--- src/rtl/uart_rx_core_if.sv ---
// Control and status bundle for uart_rx_core.
// slave is the receiver side, master is whoever drives the line and reads the status.
interface uart_rx_core_if;
    logic       uart_en;
    logic       uart_div_sel;
    logic       uart_prty_en;
    logic       os_tick;
    logic       rxpnd_clr;
    logic       uart_rx;
    logic [7:0] rxbuf;
    logic       rx_9bit;
    logic       uart_rxpnd;
    logic       rx_ferr;
    logic       rx_ovr;
    logic       rx_busy;

    modport master (
        output uart_en, uart_div_sel, uart_prty_en, os_tick, rxpnd_clr, uart_rx,
        input  rxbuf, rx_9bit, uart_rxpnd, rx_ferr, rx_ovr, rx_busy
    );

    modport slave (
        input  uart_en, uart_div_sel, uart_prty_en, os_tick, rxpnd_clr, uart_rx,
        output rxbuf, rx_9bit, uart_rxpnd, rx_ferr, rx_ovr, rx_busy
    );
endinterface

--- src/rtl/uart_rx_core.sv ---
// Oversampled UART receiver: 8 data bits LSB first, optional 9th bit, one stop bit.
// Status flags are sticky until rxpnd_clr; a STOP-sample set wins over a coincident clear.
module uart_rx_core #(
    parameter int unsigned SYNC_STAGES = 2
) (
    input  logic           uart_clk,
    input  logic           sys_rstn,
    uart_rx_core_if.slave  bus
);
    localparam int unsigned TCNT_W = 2;
    localparam int unsigned BCNT_W = 3;
    localparam int unsigned DATA_W = 8;

    typedef enum logic [2:0] {
        IDLE  = 3'd0,
        START = 3'd1,
        DATA  = 3'd2,
        NINTH = 3'd3,
        STOP  = 3'd4
    } state_t;

    logic [SYNC_STAGES-1:0] r_sync;
    logic                   r_rx_q;
    state_t                 r_state;
    logic [TCNT_W-1:0]      r_tcnt;
    logic [BCNT_W-1:0]      r_bcnt;
    logic [DATA_W-1:0]      r_shift;
    logic                   r_ninth;
    logic [DATA_W-1:0]      r_rxbuf;
    logic                   r_rx_9bit;
    logic                   r_rxpnd;
    logic                   r_ferr;
    logic                   r_ovr;
    logic                   r_busy;

    state_t                 w_state_nxt;
    logic [TCNT_W-1:0]      w_tcnt_nxt;
    logic [BCNT_W-1:0]      w_bcnt_nxt;
    logic [DATA_W-1:0]      w_shift_nxt;
    logic                   w_ninth_nxt;
    logic [DATA_W-1:0]      w_rxbuf_nxt;
    logic                   w_rx_9bit_nxt;
    logic                   w_rxpnd_nxt;
    logic                   w_ferr_nxt;
    logic                   w_ovr_nxt;
    logic                   w_busy_nxt;

    logic                   w_rx_s;
    logic [TCNT_W-1:0]      w_tcnt_last;
    logic                   w_sample;
    logic                   w_bit_end;

    // Line synchroniser plus one extra flop for falling-edge detection
    always_ff @(posedge uart_clk or negedge sys_rstn) begin
        if (!sys_rstn) begin
            r_sync <= '1;
            r_rx_q <= 1'b1;
        end else begin
            r_sync <= {r_sync[SYNC_STAGES-2:0], bus.uart_rx};
            r_rx_q <= w_rx_s;
        end
    end

    assign w_rx_s      = r_sync[SYNC_STAGES-1];
    assign w_tcnt_last = bus.uart_div_sel ? TCNT_W'(2) : TCNT_W'(3);
    assign w_sample    = bus.os_tick && (r_tcnt == TCNT_W'(1));
    assign w_bit_end   = bus.os_tick && (r_tcnt == w_tcnt_last);

    always_ff @(posedge uart_clk or negedge sys_rstn) begin
        if (!sys_rstn) begin
            r_state   <= IDLE;
            r_tcnt    <= '0;
            r_bcnt    <= '0;
            r_shift   <= '0;
            r_ninth   <= 1'b0;
            r_rxbuf   <= '0;
            r_rx_9bit <= 1'b0;
            r_rxpnd   <= 1'b0;
            r_ferr    <= 1'b0;
            r_ovr     <= 1'b0;
            r_busy    <= 1'b0;
        end else begin
            r_state   <= w_state_nxt;
            r_tcnt    <= w_tcnt_nxt;
            r_bcnt    <= w_bcnt_nxt;
            r_shift   <= w_shift_nxt;
            r_ninth   <= w_ninth_nxt;
            r_rxbuf   <= w_rxbuf_nxt;
            r_rx_9bit <= w_rx_9bit_nxt;
            r_rxpnd   <= w_rxpnd_nxt;
            r_ferr    <= w_ferr_nxt;
            r_ovr     <= w_ovr_nxt;
            r_busy    <= w_busy_nxt;
        end
    end

    // Next state and registered-output values; the clear is applied first so a STOP set overrides it
    always_comb begin
        w_state_nxt   = r_state;
        w_tcnt_nxt    = r_tcnt;
        w_bcnt_nxt    = r_bcnt;
        w_shift_nxt   = r_shift;
        w_ninth_nxt   = r_ninth;
        w_rxbuf_nxt   = r_rxbuf;
        w_rx_9bit_nxt = r_rx_9bit;
        w_rxpnd_nxt   = r_rxpnd & ~bus.rxpnd_clr;
        w_ferr_nxt    = r_ferr  & ~bus.rxpnd_clr;
        w_ovr_nxt     = r_ovr   & ~bus.rxpnd_clr;

        if (!bus.uart_en) begin
            w_state_nxt = IDLE;
            w_tcnt_nxt  = '0;
            w_bcnt_nxt  = '0;
        end else begin
            if ((r_state != IDLE) && bus.os_tick) begin
                w_tcnt_nxt = w_bit_end ? '0 : r_tcnt + TCNT_W'(1);
            end
            case (r_state)
                IDLE: begin
                    if (r_rx_q && !w_rx_s) begin
                        w_state_nxt = START;
                        w_tcnt_nxt  = '0;
                        w_bcnt_nxt  = '0;
                        w_ninth_nxt = 1'b0;
                    end
                end
                START: begin
                    if (w_sample && w_rx_s) begin
                        w_state_nxt = IDLE;
                        w_tcnt_nxt  = '0;
                    end else if (w_bit_end) begin
                        w_state_nxt = DATA;
                    end
                end
                DATA: begin
                    if (w_sample) begin
                        w_shift_nxt = {w_rx_s, r_shift[DATA_W-1:1]};
                    end
                    if (w_bit_end) begin
                        w_bcnt_nxt = r_bcnt + BCNT_W'(1);
                        if (r_bcnt == BCNT_W'(7)) begin
                            w_state_nxt = bus.uart_prty_en ? NINTH : STOP;
                        end
                    end
                end
                NINTH: begin
                    if (w_sample) begin
                        w_ninth_nxt = w_rx_s;
                    end
                    if (w_bit_end) begin
                        w_state_nxt = STOP;
                    end
                end
                STOP: begin
                    if (w_sample) begin
                        w_rxbuf_nxt   = r_shift;
                        w_rx_9bit_nxt = bus.uart_prty_en & r_ninth;
                        w_rxpnd_nxt   = 1'b1;
                        if (!w_rx_s) begin
                            w_ferr_nxt = 1'b1;
                        end
                        if (r_rxpnd) begin
                            w_ovr_nxt = 1'b1;
                        end
                        w_state_nxt = IDLE;
                        w_tcnt_nxt  = '0;
                    end
                end
                default: begin
                    w_state_nxt = IDLE;
                    w_tcnt_nxt  = '0;
                    w_bcnt_nxt  = '0;
                end
            endcase
        end

        w_busy_nxt = (w_state_nxt != IDLE);
    end

    assign bus.rxbuf      = r_rxbuf;
    assign bus.rx_9bit    = r_rx_9bit;
    assign bus.uart_rxpnd = r_rxpnd;
    assign bus.rx_ferr    = r_ferr;
    assign bus.rx_ovr     = r_ovr;
    assign bus.rx_busy    = r_busy;

endmodule

--- src/flat_wrapper.sv ---
// flat-port wrapper written by rule: the top's interface ports become plain ports
module uart_rx_core_flat 
#(
    parameter int unsigned SYNC_STAGES = 2
)
  (uart_clk, sys_rstn, bus_uart_en, bus_uart_div_sel, bus_uart_prty_en, bus_os_tick, bus_rxpnd_clr, bus_uart_rx, bus_rxbuf, bus_rx_9bit, bus_uart_rxpnd, bus_rx_ferr, bus_rx_ovr, bus_rx_busy);
  uart_rx_core_if bus_i ();
  input  logic uart_clk;
  input  logic sys_rstn;
  input wire logic [$bits(bus_i.uart_en)-1:0] bus_uart_en;
  input wire logic [$bits(bus_i.uart_div_sel)-1:0] bus_uart_div_sel;
  input wire logic [$bits(bus_i.uart_prty_en)-1:0] bus_uart_prty_en;
  input wire logic [$bits(bus_i.os_tick)-1:0] bus_os_tick;
  input wire logic [$bits(bus_i.rxpnd_clr)-1:0] bus_rxpnd_clr;
  input wire logic [$bits(bus_i.uart_rx)-1:0] bus_uart_rx;
  output wire logic [$bits(bus_i.rxbuf)-1:0] bus_rxbuf;
  output wire logic [$bits(bus_i.rx_9bit)-1:0] bus_rx_9bit;
  output wire logic [$bits(bus_i.uart_rxpnd)-1:0] bus_uart_rxpnd;
  output wire logic [$bits(bus_i.rx_ferr)-1:0] bus_rx_ferr;
  output wire logic [$bits(bus_i.rx_ovr)-1:0] bus_rx_ovr;
  output wire logic [$bits(bus_i.rx_busy)-1:0] bus_rx_busy;
  assign bus_i.uart_en = bus_uart_en;
  assign bus_i.uart_div_sel = bus_uart_div_sel;
  assign bus_i.uart_prty_en = bus_uart_prty_en;
  assign bus_i.os_tick = bus_os_tick;
  assign bus_i.rxpnd_clr = bus_rxpnd_clr;
  assign bus_i.uart_rx = bus_uart_rx;
  assign bus_rxbuf = bus_i.rxbuf;
  assign bus_rx_9bit = bus_i.rx_9bit;
  assign bus_uart_rxpnd = bus_i.uart_rxpnd;
  assign bus_rx_ferr = bus_i.rx_ferr;
  assign bus_rx_ovr = bus_i.rx_ovr;
  assign bus_rx_busy = bus_i.rx_busy;
  uart_rx_core #(.SYNC_STAGES(SYNC_STAGES)) u_core (.uart_clk(uart_clk), .sys_rstn(sys_rstn), .bus(bus_i));
endmodule
--- config.mk ---
export PLATFORM = sky130hd
export DESIGN_NAME = uart_rx_core_flat
export DESIGN_NICKNAME = d
export VERILOG_FILES = /design/src/rtl/uart_rx_core_if.sv /design/src/rtl/uart_rx_core.sv /design/src/flat_wrapper.sv
export SDC_FILE = /design/constraint.sdc
export NUM_CORES = 1
export LEC_CHECK = 0
export ABC_AREA = 1
export BUFFER_PORTS_ARGS = -buffer_cell sky130_fd_sc_hd__buf_2
export CORE_MARGIN = 1.5
export CORE_UTILIZATION = 57
export CTS_BUF_LIST = sky130_fd_sc_hd__clkbuf_16
export DETAILED_ROUTE_END_ITERATION = 7
export PLACE_DENSITY_LB_ADDON = 0.1
export SYNTH_ARGS = -nofsm -noshare
export SYNTH_HDL_FRONTEND = slang
export SYNTH_SLANG_ARGS = --single-unit
--- constraint.sdc ---
create_clock -name uart_clk -period 2.7 [get_ports uart_clk]
set_input_delay 0.135 -clock uart_clk [delete_from_list [all_inputs] [get_ports uart_clk]]
set_output_delay 0.135 -clock uart_clk [all_outputs]
set_load 0.03 [all_outputs]
Word-level counts from Yosys, hierarchy flattened. Cells that the tools add are included.

Register bits: 33. Input bits: 8. Output and inout bits: 13. Logic and storage cells: 84.

Add/sub/neg operators: 2. Eq/ne operators: 12. Mux-type cells: 36. Bitwise gates (word level): 5. Reduce and logical (&&, ||, !) cells: 16.

Operator list (number): $mux W3 (12); $pmux W3 S5 (1); $mux W1 (14); $mux W2 (6); $pmux W3 S3 (1); $reduce_and A3 Y1 (3); $pmux W2 S4 (1); $eq A3 B2 Y1 const B (2); $eq A3 B3 Y1 const B (2); $ne A3 B2 Y1 const B (2); $reduce_bool A3 Y1 (2); $logic_and A1 B1 Y1 (5); $and A1 B1 Y1 (4); $ne A2 B1 Y1 const B (2); $reduce_and A4 Y1 (1); $add A3 B1 Y3 const B (1); $eq A3 B1 Y1 const B (1); $logic_not A3 Y1 (1); $reduce_or A3 Y1 (1); $add A2 B1 Y2 const B (1); $eq A2 B1 Y1 const B (1); $eq A2 B2 Y1 (1); $ne A2 B2 Y1 const B (1); $pmux W1 S2 (1); other kinds (4) (4).

Logic depth before layout (Yosys ltp). Gate-level depths: netlist of run 1.

Word-level depth: 8. Mapped depth: 10. Depth with buffers taken out: 10.

Least setup slack after synthesis of run 1. No wires, ideal clock.

Kind: register to register. Start: reg u_core.r_tcnt[1]. End: reg u_core.r_rx_9bit, in the netlist u_core.bus.rx_9bit. Setup time: 0.117 ns. Arrival: 1.251 ns. Required time: 2.583 ns. Setup slack: 1.332 ns. Cell stages (with the launch flop): 11. Path buffers: 1. Period minus slack after synthesis: 1.368 ns. Path through: dfrtp_1 inv_1 ha_1 nand2_2 nor2_1 inv_1 nor2_4 inv_2 buf_6 nand2_1 nand2_1.

Word-level cells in the longest chain between the ends: 3.

RTL lines: from (decl) (line uart_rx_core.sv:25) `logic [TCNT_W-1:0] r_tcnt;`; from (signal assigned) (line uart_rx_core.sv:84) `r_tcnt <= w_tcnt_nxt;`; $eq A2 B1 Y1 (line uart_rx_core.sv:66) `assign w_sample = bus.os_tick && (r_tcnt == TCNT_W'(1));`; $logic_and A1 B1 Y1 (line uart_rx_core.sv:66); $reduce_and A3 Y1 (no line); to (signal assigned) (line uart_rx_core.sv:89) `r_rx_9bit <= w_rx_9bit_nxt;`; to (decl) (line uart_rx_core.sv:30) `logic r_rx_9bit;`.

Every way passes these cells. A chain may end at the register's enable or synchronous reset.

Final worst setup path of run 1.
Start: reg u_core.r_bcnt[0]. End: reg u_core.r_busy, in the netlist u_core.bus.rx_busy.

Word-level cells in the longest chain between the ends: 6.

RTL lines: from (decl) (line uart_rx_core.sv:26) `logic [BCNT_W-1:0] r_bcnt;`; from (signal assigned) (line uart_rx_core.sv:85) `r_bcnt <= w_bcnt_nxt;`; $eq A3 B3 Y1 (line uart_rx_core.sv:141) `if (r_bcnt == BCNT_W'(7)) begin`; $mux W3 (line uart_rx_core.sv:141); $mux W3 (line uart_rx_core.sv:139) `if (w_bit_end) begin`; $pmux W3 S5 (line uart_rx_core.sv:118) `case (r_state)`; $mux W3 (line uart_rx_core.sv:110) `if (!bus.uart_en) begin`; net u_core.w_state_nxt[1] (line uart_rx_core.sv:36) `state_t w_state_nxt;`; $reduce_bool A3 Y1 (line uart_rx_core.sv:177) `w_busy_nxt = (w_state_nxt != IDLE);`; net u_core.w_busy_nxt (line uart_rx_core.sv:46) `logic w_busy_nxt;`; to (signal assigned) (line uart_rx_core.sv:93) `r_busy <= w_busy_nxt;`; to (decl) (line uart_rx_core.sv:34) `logic r_busy;`.

The timed path passes the listed nets, and every way through them passes these cells.

==> impl_metrics.py, run 1 <==
metrics = {
    "cts": {
        "cts_tree": "done",
        "cts.clk_slew.worst_paths_ns": 0.05,
        "h-tree-depth": 2,
        "holdBufCountCts": 2,
        "postCtsSetupRepairBufs": 0,
        "cts_resized": 0,
        "cts_root_buf": "clkbuf_16",
        "clockBufferDepth": 2,
        "cts_made_buffers": 5,
        "cts_sinks": 33,
        "clkLatencyLatePin_ns": 0.27,
    },
    "worst_setup_path": {
        "startpoint": "u_core.r_bcnt[0]",
        "worst_setup_path_end_kind": "flop",
        "worstReg2RegEnd": "u_core.bus.rx_busy",
        "cp-start-kind": "flop",
        "ff2ff_path_depth": 10,
        "r2r_setup_slack_ns": 1.14,
        "cp-endpoint": "u_core.bus.rx_busy",
        "crit_type": "flop to flop",
        "timing.rr.start": "u_core.r_bcnt[0]",
        "cp_data_arrival_time_ns": 1.71,
        "worstPathMaxFanout": 3,
        "cp.required_ns": 2.85,
    },
    "floorplan": {
        "start_util_pct": 61.4,
        "die-area_mm2": 0.00306,
        "die_w_um": 55.3,
        "die_y_um": 55.3,
        "rows": 18,
        "core-area_mm2": 0.00254,
        "top_level_ports": 21,
    },
    "yosys": {
        "synthSimpleGateAreaFrac_pct": 23.2,
        "synth_compound_area_share_pct": 12.8,
        "synth_area_mm2": 0.00156,
        "synth_nets": 193,
        "synth_top_family_by_area": "simple AND/OR/NAND/NOR gates",
        "synthCells": 182,
        "yosys_register_bits": 33,
        "yosys.area_share.adder_pct": 2.40,
        "seq_area_frac_synth_pct": 53.1,
        "netlist-cell-type-count": 20,
        "synthMuxAreaShare_pct": 0,
        "synth_top_cell_by_area": "dfrtp_1",
        "syn_area_per_cell_um2": 8.58,
        "synth_top_cell_area_share_pct": 48.1,
        "ys_warn_count": 0,
        "synth_area_leaders": "dfrtp_1 (48%), nand2_1 (11%), inv_1 (6.5%)",
        "synthXorXnorAreaFrac_pct": 0,
    },
    "placement": {
        "port_buffers": 20,
        "dpl.hpwl_mm": 2.18,
        "post_dp_cell_area_mm2": 0.00168,
        "dpl.cell_count": 230,
        "gp_congestion": 0.941,
    },
    "sta": {
        "slew_headroom_pct": 53.0,
        "skew_ns": 0.00639,
        "period_minus_slack_ns": 1.56,
        "setup_viol": 0,
        "max_freq_mhz": 642,
        "tns_ns": 0,
        "post-route-period-util_pct": 57.7,
        "grt_setup_unrepaired": "false",
        "slew_viol_final": 0,
        "worstMarginPinSlew_ns": 0.706,
        "hold_viol": 0,
    },
    "finish": {
        "fin_area_mm2": 0.00183,
        "n_fill_cell": 202,
        "area_growth_pct": 17.4,
        "diodes": 0,
        "final_util_pct": 72.0,
        "drive_gt1_share_pct": 22.4,
        "mostFrequentLayoutCells": "nand2_1 (47), dfrtp_1 (30), inv_1 (29)",
        "layout_commonest_cell": "nand2_1",
        "nNetsFinal": 220,
        "final_cells": 240,
    },
    "route": {
        "firstDrtPassIters": 4,
        "routed_wl_mm": 3.05,
        "drt-initial-drc-count": 58,
        "wire_per_inst_um": 12.7,
        "ant_nets": 0,
        "via_per_inst": 5.21,
        "vias": 1250,
        "drc": 0,
    },
    "global_routing": {
        "track_usage_pct": 22.6,
        "grt_max_degree": 34,
        "grt_pass1_wl_mm": 5.33,
        "antenna_found_initial": 0,
        "overflow": 0,
        "grt_pass1_vias": 1266,
    },
    "power_and_ir_drop": {
        "ir_drop_v": 0.000561,
        "leakage_nw": 0.983,
        "power.density_mw_per_mm2": 582,
    },
    "min_path": {
        "min_from": "bus_rxpnd_clr",
        "hold_path_class": "input pin to flop",
    },
    "status": {
        "status": "finished, final reports clean",
    },
    "run": {
        "max-cap-violations": 0,
    },
}
## cells by family (layout without fill, tap and decap cells)
logic type | count (synthesis) | in the layout
AND/OR/NAND/NOR | 82 | 82
AO/OA/AOI/OAI | 33 | 33
flip-flops | 33 | 33
buffers and inverters | 31 | 59
adder cells (fa/ha/maj) | 3 | 3
## through the flow
step / hold WS [ns] / total power [mW] / worst slack (ns)
after floorplan: -0.161 / 0.535 / 1.33
after global placement: 0.208 / 0.556 / 1.23
after detailed placement: 0.221 / 0.558 / 1.19
after CTS: 0.115 / 1.08 / 1.14
after global routing: 0.146 / 1.11 / 0.996
final: 0.124 / 1.07 / 1.14
## routing by layer
metal	track usage (%)	share of wire [%]	vias to the layer above	routed length, µm
met2	36.7	49	48	1480
met3	7.49	9.0	2	274
met1	27.5	42	574	1270
li1	-	-	626	-
met5	0	0	-	0
met4	9.41	0.79	0	24
## cells in the mapped netlist
master / count
nor2_1: 16
a22o_1: 1
inv_2: 2
nand3_1: 9
nand2_2: 2
inv_1: 27
o21ai_0: 18
nand3_2: 1
buf_6: 2
nand4_1: 1
nor2_4: 3
dfstp_2: 3
dfrtp_1: 30
o21ai_2: 7
o22ai_1: 1
a21oi_2: 1
nor2_2: 3
nand2_1: 47
a21oi_1: 5
ha_1: 3
## power by group
part	switching, mW	internal, mW
Combinational	0.0322	0.0142
Sequential	0.00374	0.502
Clock	0.184	0.330
Total	0.220	0.846
## sequential cells by signal, summed over array words and instances (netlist names), 2 cells and up
signal / cells
u_core.r_tcnt: 2
u_core.r_shift: 8
u_core.r_bcnt: 3
u_core.r_sync: 2
u_core.bus.rxbuf: 8
u_core.r_state: 3
## worst max-delay path, cell delays in order (launching register included)
cell and delay [ns]:
dfrtp_1 0.39, ha_1 0.21, ha_1 0.21, nand2_1 0.08, inv_1 0.04, nand3_1 0.10
nand2_1 0.06, nor2_1 0.11, nor2_2 0.06, nor2_1 0.11, nand2_1 0.07
## layout make-up
type                            count  area (µm²)  share of cell area (%)
Clock buffer                        5         125                    6.83
Multi-Input combinational cell    118         601                    32.8
Sequential cell                    33         830                    45.3
Timing Repair Buffer               22         120                    6.55
Inverter                           29         109                    5.94
Clock inverter                      3        11.3                   0.614
Tap cell                           30        37.5                    2.05
## how the worst min path moves through the flow
stage                     slack [ns]                     to  depth (start not counted)
after floorplan                -0.16     u_core.bus.rx_9bit                          0
after global placement          0.21    u_core.bus.rxbuf[0]                          1
after detailed placement        0.22    u_core.bus.rxbuf[1]                          1
after CTS                       0.12  u_core.bus.uart_rxpnd                          4
after global routing            0.15  u_core.bus.uart_rxpnd                          4
final                           0.12  u_core.bus.uart_rxpnd                          4
Power figures use the tool's default switching activity.
==> run 2: changes to the inputs <==
ABC_AREA = 0   (was 1)
CORE_UTILIZATION = 56   (was 57)
clock period = 1.5 ns   (was 2.7 ns; I/O delays follow)
==> run 2 against run 1 <==
  * The flow now finishes with violations (negative setup slack)
  * Routed wire length is 10% higher
  * Hold slack worse by 0.12 ns
  * Sequential power rose by 80%
  * Critical path type unchanged
  * Critical endpoint unchanged
  * Sequential cell count unchanged
  * Highest routed layer unchanged
==> impl_metrics.py, run 2 <==
metrics = {
    "sta": {
        "grt_setup_unrepaired": "true",
        "slew_viol_final": 0,
        "max_freq_mhz": 615,
        "period_minus_slack_ns": 1.63,
        "hold_ws_ns": 0.00742,
        "post-route-period-util_pct": 108,
        "skew_ns": 0.00362,
        "tns_ns": -0.441,
        "setup_slack_ns": -0.126,
        "hold_viol": 0,
        "slew_headroom_pct": 51.8,
        "worstMarginPinSlew_ns": 0.723,
        "setup_viol": 9,
    },
    "yosys": {
        "synth_edf_count": 0,
        "synth_area_leaders": "dfrtp_1 (49%), mux2_2 (8.0%), dfstp_2 (5.1%)",
        "synth_common_cells": "dfrtp_1 (30), mux2_2 (11), nand2_1 (10), a21oi_1 (7), o21ai_0 (6)",
        "synth_nets": 138,
        "synth_top_cell_by_area": "dfrtp_1",
        "yosys_register_bits": 33,
        "syn_area_per_cell_um2": 12.1,
        "ys.flop_type": "dfrtp_1",
        "synth_top_cell_area_share_pct": 48.7,
        "seq_area_frac_synth_pct": 53.8,
        "yosysMostFrequentCell": "dfrtp_1",
        "synth_area_mm2": 0.00154,
        "netlist-cell-type-count": 42,
        "synthArstFlopShare_pct": 100,
        "synthCells": 127,
        "ys_warn_count": 0,
    },
    "cts": {
        "cts_made_buffers": 5,
        "h-tree-depth": 2,
        "clockBufferDepth": 2,
        "cts_tree": "done",
        "cts_sinks": 33,
        "cts_root_buf": "clkbuf_16",
        "cts.clk_slew.worst_paths_ns": 0.05,
        "clkLatencyLatePin_ns": 0.28,
    },
    "finish": {
        "drive_gt1_share_pct": 57.8,
        "area_growth_pct": 37.9,
        "mostFrequentLayoutCells": "dfrtp_1 (27), buf_2 (20), buf_4 (19)",
        "layout_commonest_cell": "dfrtp_1",
        "final_util_pct": 83.5,
        "diodes": 0,
        "nNetsFinal": 183,
        "n_fill_cell": 138,
    },
    "route": {
        "ant_nets": 0,
        "firstDrtPassIters": 4,
        "drt-initial-drc-count": 28,
        "via_per_inst": 5.73,
        "vias": 1164,
        "wire_per_inst_um": 16.6,
        "routed_wl_mm": 3.37,
        "drc": 0,
    },
    "global_routing": {
        "antenna_found_initial": 0,
        "grt_pass1_vias": 1229,
        "grt_pass1_wl_mm": 5.52,
        "track_usage_pct": 23.9,
        "grt_max_degree": 34,
        "overflow": 0,
    },
    "worst_setup_path": {
        "crit_path_top_delay_cell": "dfrtp_1",
        "cp_top_family": "compound AO/OA/AOI/OAI gates",
        "crit_type": "flop to flop",
        "worstPathMaxFanout": 3,
        "cp.required_ns": 1.66,
        "crit_buf_inv": 1,
        "cp_data_arrival_time_ns": 1.79,
        "cp-start-kind": "flop",
        "crit_chain": "inv_2 -> ha_4 -> nand3_2 -> a32o_2 -> a21oi_2 -> a2111oi_4 -> a211o_1",
        "critical_path.max_stage_delay_ns": 0.39,
        "worst_setup_path_end_kind": "flop",
    },
    "power_and_ir_drop": {
        "power.density_mw_per_mm2": 1010,
        "leakage_nw": 1.05,
        "ir_drop_v": 0.00125,
    },
    "status": {
        "status": "finished, violations left",
        "violations": "negative setup slack",
    },
    "floorplan": {
        "top_level_ports": 21,
        "rows": 18,
        "die_y_um": 55.5,
        "start_util_pct": 60.6,
        "die_w_um": 55.5,
        "die-area_mm2": 0.00308,
        "core-area_mm2": 0.00254,
    },
    "min_path": {
        "hold_path_class": "input pin to flop",
    },
    "placement": {
        "dpl.hpwl_mm": 2.27,
        "port_buffers": 20,
        "gp_congestion": 0.866,
    },
    "run": {
        "max-cap-violations": 0,
    },
}
-- run 2: changes by cell type after synthesis, sizes merged, moves of 2 or more --
cell / before / now
nor2: 22 / 5
nand2: 49 / 12
mux2: 0 / 16
nand3: 10 / 3
o21ai: 25 / 7
buf: 2 / 4
a21oi: 6 / 8
o22ai: 1 / 3
nor3: 0 / 3
nor2b: 0 / 3
and2: 0 / 2
mux2i: 0 / 3
inv: 29 / 6
-- run 2: power by group --
| group | internal, mW | switching [mW] |
|---|---|---|
| logic | 0.0453 | 0.0675 |
| registers | 0.903 | 0.00888 |
| clock network | 0.770 | 0.346 |
-- run 2: final cells by class --
cell class | count | area [µm²] | share of cell area (%)
clock buffers | 5 | 125 | 5.89
clock inverters | 3 | 37.5 | 1.77
inverters | 6 | 22.5 | 1.06
multi-input cells | 83 | 785 | 36.9
flip-flops and latches | 33 | 833 | 39.2
well taps | 30 | 37.5 | 1.77
repair buffers | 43 | 285 | 13.4
-- run 2: repair_timing --
item,in CTS,in global routing
resized for setup,16,11
endpoints found under the hold margin,31,0
cloned,0,0
hold buffers,2,0
endpoints found under the setup margin,14,26
pin swaps,1,5
setup buffers,3,2
-- run 2: logic make-up (layout without fill, tap and decap cells) --
kind of cell / count (synthesis) / after routing / synth area share (%)
xor gates and xnor gates: 1 / 1 / 0.568
muxes: 19 / 19 / 14.9
buffers and inverters: 11 / 57 / 4.06
and+or+nand+nor: 34 / 34 / 12.7
AOI/OAI and AO/OA: 26 / 26 / 11.5
adders and majority gates: 3 / 3 / 2.44
DFF: 33 / 33 / 53.8
-- run 2: worst paths after layout --
path	start	end	slack, ns	depth (start not counted)
setup / recovery	u_core.r_tcnt[1]	u_core.bus.rx_busy	-0.13	7
hold / removal	bus_rxpnd_clr	u_core.bus.rx_ovr	0.007	2
setup reg to reg	u_core.r_tcnt[1]	u_core.bus.rx_busy	-0.13	7
hold reg to reg	u_core.r_sync[0]	u_core.r_sync[1]	0.36	0
max in group asynchronous	sys_rstn	u_core.r_state[0]	0.61	2
min in group asynchronous	sys_rstn	u_core.bus.rx_ovr	0.39	2
-- run 2: per-layer routing --
metal	up-vias	global-route usage (%)	share of wire, %
met1	581	27.7	43
li1	543	-	-
met5	-	0	0
met2	34	39.1	51
met4	0	12.5	1.6
met3	6	7.73	4.9
-- run 2: through the flow --
| stage | area [µm²] | std cells | worst slack (ns) | power [mW] |
|---|---|---|---|---|
| floorplan | 1560 | 127 | -0.0319 | 0.964 |
| global placement | 1780 | 188 | -0.0843 | 1.01 |
| detailed placement | 1780 | 188 | -0.147 | 1.01 |
| CTS | 2060 | 201 | -0.0844 | 2.15 |
| global route | 2130 | 203 | -0.162 | 2.21 |
| finish | 2130 | 203 | -0.126 | 2.14 |
==> run 3: changes to the inputs <==
CELL_PAD_IN_SITES_DETAIL_PLACEMENT = 1   (was default)
CELL_PAD_IN_SITES_GLOBAL_PLACEMENT = 1   (was default)
CORE_UTILIZATION = 45   (was 56)
==> run 3 against run 2 <==
  * The run still ends with negative setup slack left
  * Maximum frequency fell by 9.2%
  * Design area rose by 9.1%
  * Sequential cell count did not move
  * Utilization fell by 13 points
  * Non-clock buffer count rose by 9
  * Die area rose by 23%
  * Critical path depth did not move
  * Clock power barely moved
  * Routed wire length rose by 61%
  * Critical path type unchanged
==> impl_metrics.py, run 3 (synthesis gave the netlist of run 2 again) <==
metrics = {
    "status": {
        "status": "finished, violations left",
        "violations": "negative setup slack",
    },
    "cts": {
        "h-tree-depth": 2,
        "clkLatencyLatePin_ns": 0.28,
        "cts_root_buf": "clkbuf_16",
        "cts_sinks": 33,
        "cts_tree": "done",
        "cts.clk_slew.worst_paths_ns": 0.05,
        "cts_made_buffers": 5,
        "clockBufferDepth": 2,
    },
    "worst_setup_path": {
        "crit_chain": "ha_2 -> ha_4 -> nor2b_4 -> nor3_2 -> nor2_2 -> a2111oi_2 -> a211o_1",
        "crit_buf_inv": 0,
        "worstPathMaxFanout": 2,
        "critical_path.max_stage_delay_ns": 0.43,
        "cp.required_ns": 1.72,
        "worst_setup_path_end_kind": "flop",
        "cp_top_family": "compound AO/OA/AOI/OAI gates",
        "crit_type": "flop to flop",
        "cp-start-kind": "flop",
        "crit_path_top_delay_cell": "a2111oi_2",
        "cp_data_arrival_time_ns": 2.01,
    },
    "power_and_ir_drop": {
        "ir_drop_v": 0.000982,
        "power_frac_seq_pct": 41.6,
        "leakage_nw": 1.14,
        "intPower_mw": 1.73,
        "p_clk_share_pct": 52.2,
        "p_comb_share_pct": 6.2,
        "switching_power_mw": 0.465,
        "swShare_pct": 21.2,
        "power.density_mw_per_mm2": 945,
    },
    "sta": {
        "grt_setup_unrepaired": "true",
        "hold_viol": 0,
        "period_minus_slack_ns": 1.79,
        "slew_viol_final": 0,
        "hold_ws_ns": 0.0492,
        "max_freq_mhz": 558,
        "post-route-period-util_pct": 119,
        "worstMarginPinSlew_ns": 0.741,
        "skew_ns": 0.00466,
        "setup_viol": 20,
        "tns_ns": -1.58,
        "setup_slack_ns": -0.291,
        "slew_headroom_pct": 50.6,
    },
    "finish": {
        "final-seq-area_um2": 833,
        "drive_gt1_share_pct": 62.1,
        "n_fill_cell": 330,
        "fin_area_mm2": 0.00232,
        "diodes": 0,
        "final_util_pct": 70.1,
        "mostFrequentLayoutCells": "dfrtp_1 (27), buf_4 (26), buf_2 (20)",
        "nNetsFinal": 192,
        "multi_input_area_um2": 857,
        "area_growth_pct": 50.5,
        "layout_commonest_cell": "dfrtp_1",
    },
    "route": {
        "wire_per_inst_um": 23.8,
        "ant_nets": 0,
        "firstDrtPassIters": 4,
        "drt-initial-drc-count": 54,
        "via_per_inst": 5.75,
        "routed_wl_mm": 5.42,
        "vias": 1311,
        "drc": 0,
    },
    "floorplan": {
        "die_w_um": 61.5,
        "die_y_um": 61.5,
        "start_util_pct": 46.6,
        "top_level_ports": 21,
        "core-area_mm2": 0.00331,
        "rows": 21,
        "die-area_mm2": 0.00379,
    },
    "global_routing": {
        "track_usage_pct": 24.6,
        "antenna_found_initial": 0,
        "grt_pass1_vias": 1275,
        "grt_max_degree": 34,
        "grt_pass1_wl_mm": 6.38,
        "overflow": 0,
    },
    "placement": {
        "dpl.hpwl_mm": 2.54,
        "gp_congestion": 0.857,
        "port_buffers": 20,
        "post_dp_cell_area_mm2": 0.00182,
    },
    "run": {
        "max-cap-violations": 0,
    },
    "min_path": {
        "hold_path_class": "input pin to flop",
    },
}
-- run 3: cell count changes in the layout (fill, tap and decap cells not counted), moves of 2 or more --
cell     change
mux2_4       +8
o22ai_2      +2
buf_4        +7
mux2_2       -8
o22ai_1      -2
-- run 3: timing repair --
item,CTS,global route
pin swaps,6,10
setup buffers,3,9
gates resized for setup,20,27
gates cloned,1,0
endpoints found under the hold margin,31,0
setup endpoints to repair,27,29
hold buffers,2,0
-- run 3: power groups by stage --
| stage | clock (mW) | sequential, mW | combinational [mW] |
|---|---|---|---|
| final | 1.14 | 0.912 | 0.136 |
| after global routing | 1.19 | 0.912 | 0.145 |
| after CTS | 1.14 | 0.910 | 0.107 |
| after detailed placement | 0 | 0.924 | 0.0940 |
| after global placement | 0 | 0.923 | 0.0916 |
| after floorplan | 0 | 0.923 | 0.0415 |
-- run 3: path summary, 6_finish.rpt --
| path | from | end | slack (ns) | cells after the start |
|---|---|---|---|---|
| min in group asynchronous | sys_rstn | u_core.r_state[1] | 0.44 | 2 |
| max in group asynchronous | sys_rstn | u_core.r_state[0] | 0.55 | 2 |
| setup / recovery | u_core.r_bcnt[1] | u_core.bus.rx_busy | -0.29 | 7 |
| hold reg to reg | u_core.r_sync[0] | u_core.r_sync[1] | 0.36 | 0 |
| hold / removal | bus_rxpnd_clr | u_core.bus.rx_ovr | 0.05 | 2 |
| setup reg to reg | u_core.r_bcnt[1] | u_core.bus.rx_busy | -0.29 | 7 |
-- run 3: stage by stage --
| stage | cells | worst slack [ns] | power [mW] |
|---|---|---|---|
| 2_1_floorplan | 127 | -0.0319 | 0.964 |
| 3_3_place_gp | 205 | -0.0911 | 1.02 |
| 3_5_place_dp | 205 | -0.190 | 1.02 |
| 4_1_cts | 219 | -0.175 | 2.16 |
| 5_1_grt | 228 | -0.342 | 2.24 |
| 6_report | 228 | -0.291 | 2.19 |
-- run 3: cell type report --
class                           instances  area share, %
Clock buffer                            5           5.39
Clock inverter                          3           1.62
Inverter                                6          0.971
Multi-Input combinational cell         83           36.9
Sequential cell                        33           35.9
Tap cell                               46           2.48
Timing Repair Buffer                   52           16.7
-- run 3: layer usage --
metal | track usage [%] | share of wire, %
met5 | 0 | 0
met4 | 11.9 | 4.1
met3 | 7.56 | 4.3
met2 | 43.2 | 54
met1 | 26.9 | 37
